<file path="config.mk">
export PLATFORM = sky130hd
export DESIGN_NAME = piso_serializer
export DESIGN_NICKNAME = d
export VERILOG_FILES = /design/src/rtl/piso_pkg.sv /design/src/rtl/piso_serializer.sv
export SDC_FILE = /design/constraint.sdc
export NUM_CORES = 1
export LEC_CHECK = 0
export ABC_AREA = 0
export BUFFER_PORTS_ARGS = -buffer_cell sky130_fd_sc_hd__buf_2
export CORE_MARGIN = 2
export CORE_UTILIZATION = 29
export DETAILED_ROUTE_END_ITERATION = 6
export PLACE_DENSITY = 0.46
export SLEW_MARGIN = 20
export SYNTH_ARGS = -nofsm -noshare
export SYNTH_HDL_FRONTEND = slang
export SYNTH_SLANG_ARGS = --single-unit
</file>
<file path="constraint.sdc">
create_clock -name clk -period 2.4 [get_ports clk]
set_input_delay 0.36 -clock clk [delete_from_list [all_inputs] [get_ports clk]]
set_output_delay 0.36 -clock clk [all_outputs]
set_load 0.05 [all_outputs]
</file>
<file path="src/rtl/piso_pkg.sv">
// Shared types and helpers for the parallel-in serial-out transmitter.
package piso_pkg;

   // IDLE: shifter empty. SHIFT: a word is on the serial line.
   typedef enum logic {
      IDLE  = 1'b0,
      SHIFT = 1'b1
   } piso_state_t;

   // Width of the bit counter that walks one word.
   function automatic int cnt_w(input int width);
      return $clog2(width);
   endfunction

endpackage

</file>
<file path="src/rtl/piso_serializer.sv">
// Parallel-in serial-out transmitter with a one-word hold buffer so that
// consecutive words leave back-to-back with no idle bit between them.
//
// Handshake: a word transfers on any rising edge where in_valid && in_ready.
// in_ready depends only on registered state (the hold buffer being empty),
// never on in_valid, and in_data is ignored while in_ready is low.
//
// WIDTH must be at least 2 and match the downstream deserializer width.
module piso_serializer
   import piso_pkg::*;
#(
   parameter int WIDTH     = 4,
   parameter bit MSB_FIRST = 1'b1
) (
   input  logic             clk,
   input  logic             rst,
   input  logic [WIDTH-1:0] in_data,
   input  logic             in_valid,
   output logic             in_ready,
   output logic             outbit,
   output logic             out_valid,
   output logic             out_last,
   output logic             busy
);

   localparam int            CW       = cnt_w(WIDTH);
   localparam logic [CW-1:0] CNT_LAST = CW'(WIDTH - 1);

   piso_state_t      state;
   logic [WIDTH-1:0] sreg;
   logic [WIDTH-1:0] hold;
   logic [CW-1:0]    cnt;
   logic             hold_full;

   logic [WIDTH-1:0] sreg_shifted;
   logic             head_bit;
   logic             xfer;
   logic             on_last;

   // Next shift-register value and the bit currently presented on the line.
   always_comb begin
      sreg_shifted = '0;
      head_bit     = 1'b0;
      if (MSB_FIRST) begin
         sreg_shifted = {sreg[WIDTH-2:0], 1'b0};
         head_bit     = sreg[WIDTH-1];
      end else begin
         sreg_shifted = {1'b0, sreg[WIDTH-1:1]};
         head_bit     = sreg[0];
      end
   end

   assign in_ready  = !hold_full;
   assign xfer      = in_valid && in_ready;
   assign on_last   = (state == SHIFT) && (cnt == CNT_LAST);

   assign out_valid = (state == SHIFT);
   assign out_last  = on_last;
   assign busy      = out_valid || hold_full;
   // Line is held low whenever no data bit is being sent.
   assign outbit    = out_valid && head_bit;

   // Transmit FSM: routes accepted words to the shifter or the hold buffer
   // and reloads the shifter from hold at each word boundary.
   always_ff @(posedge clk) begin
      if (rst) begin
         state     <= IDLE;
         sreg      <= '0;
         hold      <= '0;
         cnt       <= '0;
         hold_full <= 1'b0;
      end else begin
         case (state)
            IDLE: begin
               if (xfer) begin
                  sreg  <= in_data;
                  cnt   <= '0;
                  state <= SHIFT;
               end
            end

            SHIFT: begin
               if (on_last) begin
                  if (hold_full) begin
                     // Held word follows immediately. in_ready is low this
                     // cycle, so no new word can arrive on the same edge.
                     sreg      <= hold;
                     cnt       <= '0;
                     hold_full <= 1'b0;
                  end else if (xfer) begin
                     // Fresh word goes straight to the shifter: no gap.
                     sreg <= in_data;
                     cnt  <= '0;
                  end else begin
                     sreg  <= sreg_shifted;
                     cnt   <= '0;
                     state <= IDLE;
                  end
               end else begin
                  sreg <= sreg_shifted;
                  cnt  <= cnt + CW'(1);
                  if (xfer) begin
                     hold      <= in_data;
                     hold_full <= 1'b1;
                  end
               end
            end

            default: begin
               state <= IDLE;
            end
         endcase
      end
   end

endmodule

</file>
# Yosys cells after proc, flatten, opt, wreduce, memory -nomap -nowiden
# Index checks and enable logic that the tools add are counted.
# totals
reg_bits	12
latch_bits	0
mem_bits_rw	0
mem_bits_ro	0
input_bits	7
output_inout_bits	5
elab_cells	32
memories	0
# op_classes
n_addsub	1
n_mul	0
div	0
order_cmp	0
n_eq_ne	2
shifts	0
n_mux	14
n_bitwise	2
n_reduce_logical	8
# ops
operator	count
4-bit 2-to-1 mux	4
4-bit case mux with 2 select lines	1
1-bit 2-to-1 mux	5
2-bit 2-to-1 mux	2
2-bit case mux with 2 select lines	1
1-bit logical AND	3
3-bit AND reduction	1
2-bit by 1-bit adder with 2-bit output, second input constant	1
2-bit equality test, second input constant	1
2-bit != test, second input constant	1
1-bit inverter	2
1-bit case mux with 2 select lines	1
2-bit AND reduction	1
2-bit nonzero test	1
1-bit logical NOT	1
1-bit logical OR	1

# Longest topological paths before layout
# depth
word_depth	6
ltp_mapped	5
ltp_nobuf	5

# Least setup slack after synthesis
# Ideal clock, no wire load.
# synth_timing
path_type	register to register
from	reg state, in the netlist out_valid
to	reg sreg[2]
setup_time_ns	0.087
t_arrival_ns	2.025
required_ns	2.313
slack_ns	0.288
path_stages_with_launch	5
n_path_buf	0
period_less_slack_ns	2.112
cell_sequence	dfxtp_1 inv_1 nor2_1 nand2_1 a221oi_2
# synth_via
elab_chain_cells	3
word_cells_on_any_way	5
classes_between	eq/ne: 1; mux: 2; bitwise: 1; reduce/logical: 1
# synth_lines
element	line_no	source
start: declaration	piso_serializer.sv:29	piso_state_t state;
start signal: assignment	piso_serializer.sv:67	state <= IDLE;
start signal: assignment	piso_serializer.sv:78	state <= SHIFT;
start signal: assignment	piso_serializer.sv:97	state <= IDLE;
1-bit logical AND	piso_serializer.sv:55	assign on_last = (state == SHIFT) && (cnt == CNT_LAST);
via out_last	piso_serializer.sv:22	output logic out_last,
4-bit 2-to-1 mux	piso_serializer.sv:83	if (on_last) begin
4-bit case mux with 2 select lines	piso_serializer.sv:73	case (state)
end signal: assignment	piso_serializer.sv:76	sreg <= in_data;
end signal: assignment	piso_serializer.sv:87	sreg <= hold;
end signal: assignment	piso_serializer.sv:92	sreg <= in_data;
end: declaration	piso_serializer.sv:30	logic [WIDTH-1:0] sreg;
# The timed path passes the listed nets, and every way through them passes these cells.
# A chain may end at the register's enable or synchronous reset.

# Final worst setup path
# layout_timing
from	reg state, in the netlist out_valid
to	out out_last
# layout_via
elab_chain_cells	1
# layout_lines
element	line_no
1-bit logical AND	piso_serializer.sv:55
end: declaration	piso_serializer.sv:22
# No other way between the ends.

==> results.md <==
- Synth top cells by count: dfxtp_1 (12), nor2_1 (10), mux2i_1 (6), nand2_1 (6), o21ai_0 (6)
- Routed length per instance: 11.3 µm
- Peak supply drop: 0.285 mV
- Crit path kind: flop to output pin
- All-Layer GR Usage: 0.114
- Die area: 0.00257 mm²
- Hpwl dp: 931 µm
- I/O pin cnt: 12
- Cell Rows: 16
- Avg Cell Area, Syn: 8.92 µm²
- Synth-to-Final Area Change: 14.2%
- Drt total wl: 1.25 mm
- Leakage power: 0.000297 µW
- CTS Root Cell: clkbuf_4
- Setup TNS: 0 ns
- Syn Nets: 79
- Final Hold Fails: 0
- Synthesized cell area: 633 µm²
- Die height: 50.7 µm
- Final period util: 0.836
- Number of remaining DRC errors: 0
- Max-slew headroom: 0.686
- Fill count: 219
- Synth top area cells: dfxtp_1 (38%), mux2i_1 (9.5%), nor2_1 (5.9%), o21ai_0 (4.7%), a221oi_2 (4.7%)
- Power per cell area: 668 mW/mm²
- Antenna Violating Nets Remaining: 0
- Fin crit period: 2.01 ns
- FF-to-FF setup slack: 0.92 ns
- Clock Skews: 0.00129 ns
- CP Max Fanout: 16
- Setup bufs post-CTS: 0
- FF+latch count, synth: 12
- Power, Total: 483 µW
- Total CTS buffers: 3
- Starting Density: 0.316
- GRT Residual Overflow: 0
- Vias in the first global route: 485
- Port bufs: 11
- Clk sinks: 12
- Post-synth EDFFs: 0
- R2R depth: 4
- Reg-to-Reg Start: out_valid
- Pre-antenna DRT Iters: 4
- Vias per cell: 4.67
- Synth cell types: 24
- Vias: 514
- Worst skew pair latency: 0.28 ns
- Final core utilization: 0.361
- Setup crit start kind: flop
- Yosys top cell area share: 0.379
- Worst Hold End: hold[1]
- Share of cells above drive strength 1: 0.241
- Leading area contributor after synthesis: dfxtp_1
- Number of gates resized after CTS: 0
- First-pass GRT wire length: 2.13 mm
- Antenna Cells: 0
- Placer Congestion: 0.692
- Fraction of registers with async set/reset: 0
- Status: finished clean
- CTS tree: done
- Data required time of the worst path: 2.04 ns
- Top-count cell post-synth: dfxtp_1
- RSZ-0062 raised after global routing: false
- Clk buf depth: 2
- Synth Flop Type: dfxtp_1
- Final net count: 92
- Max cap viols: 0
- Worst Path Arrival: 1.65 ns
- Clk slew on worst S/H paths: 0.08 ns
- Core area: 0.00200 mm²
- Sequential area share after synthesis: 0.379
- Die W: 50.7 µm
- Setup Viol. Count Final: 0
- Reg-to-Reg End: sreg[2]
- Hold path depth: 3
- Critical path capture point type: output pin
- H-tree depth: 1
- DR iter-0 viols: 5
- Hold Crit Start: in_data[1]
- Synthesized netlist cell count: 71
- Initial antenna violation count: 0
- Synth Warn #: 0
- Slew of the pin with the lowest slew margin: 0.470 ns
- Hold Crit Class: input pin to flop
- Slew Viols, Final: 0
- Fmax: 498 MHz
- Hold Buf Count CTS: 0
- Pin count of the biggest net entering global routing: 17
==> power breakdown <==
part           internal, µW  leakage [µW]  switching, µW
clock                  92.4     0.0000210           73.6
sequential              213     0.0000985           13.5
combinational          34.5      0.000177           56.5
total                   339      0.000297            144
==> metrics by stage <==
step	instances	hold WS, ns	setup slack [ns]	area, µm²
6_report	110	0.340	0.394	723
3_3_place_gp	106	0.470	0.737	687
2_1_floorplan	71	0.426	0.288	633
4_1_cts	110	0.337	0.384	723
3_5_place_dp	106	0.460	0.702	687
5_1_grt	110	0.356	0.231	723
==> placed cells by master (no fill, tap or decap) <==
master,instances
a21oi_1,3
a221oi_2,2
a22o_1,2
a22oi_1,2
a2bb2oi_1,1
and2_1,1
buf_2,11
clkbuf_4,3
clkbuf_8,1
dfxtp_1,12
ha_1,1
inv_1,5
mux2i_1,6
nand2_1,6
nand2b_1,1
nand2b_2,1
nand3b_1,1
nor2_1,10
nor2_4,1
nor2b_4,1
nor3_1,3
o21a_1,1
o21ai_0,6
o31ai_1,1
or3_1,1
==> cell families after synthesis <==
| family | after synthesis | synth area share |
|---|---|---|
| AO/OA/AOI/OAI | 18 | 0.208 |
| multiplexers | 6 | 0.0949 |
| adder cells (fa/ha/maj) | 1 | 0.0198 |
| AND/OR/NAND/NOR | 26 | 0.213 |
| buffers and inverters | 8 | 0.0850 |
| flip-flops | 12 | 0.379 |
==> sequential cells by signal, summed over array words and instances (netlist names) <==
name       cells
hold_full      1
sreg           4
hold           4
out_valid      1
cnt            2
==> worst max-delay path by stage <==
| stage | endpoint | slack, ns | depth (start not counted) | from |
|---|---|---|---|---|
| after floorplan | sreg[2] | 0.29 | 4 | out_valid |
| after global placement | out_last | 0.74 | 3 | out_valid |
| after detailed placement | out_last | 0.70 | 3 | out_valid |
| after CTS | out_last | 0.38 | 3 | out_valid |
| after global routing | out_last | 0.23 | 3 | out_valid |
| final | out_last | 0.39 | 3 | out_valid |
==> layout make-up <==
class                           count  area (µm²)  area share
Tap cell                           27        33.8      0.0467
Timing Repair Buffer               11        55.1      0.0761
Inverter                            5        18.8      0.0260
Sequential cell                    12         240       0.332
Clock buffer                        4        36.3      0.0502
Multi-Input combinational cell     51         339       0.469
==> worst max-delay path, stage by stage (launching register included) <==
cell	delay, ns
dfxtp_1	0.62
inv_1	0.13
nor2_1	0.28
buf_2	0.33
==> per-layer routing <==
layer	up-vias	share of wire	global-route usage	wire (µm)
li1	273	-	-	-
met1	227	0.50	0.138	623
met2	9	0.43	0.164	542
met3	5	0.025	0.0298	31
met4	0	0.039	0.0991	48
met5	-	0	0	0
Note: power is estimated with default switching activity, not from simulation.
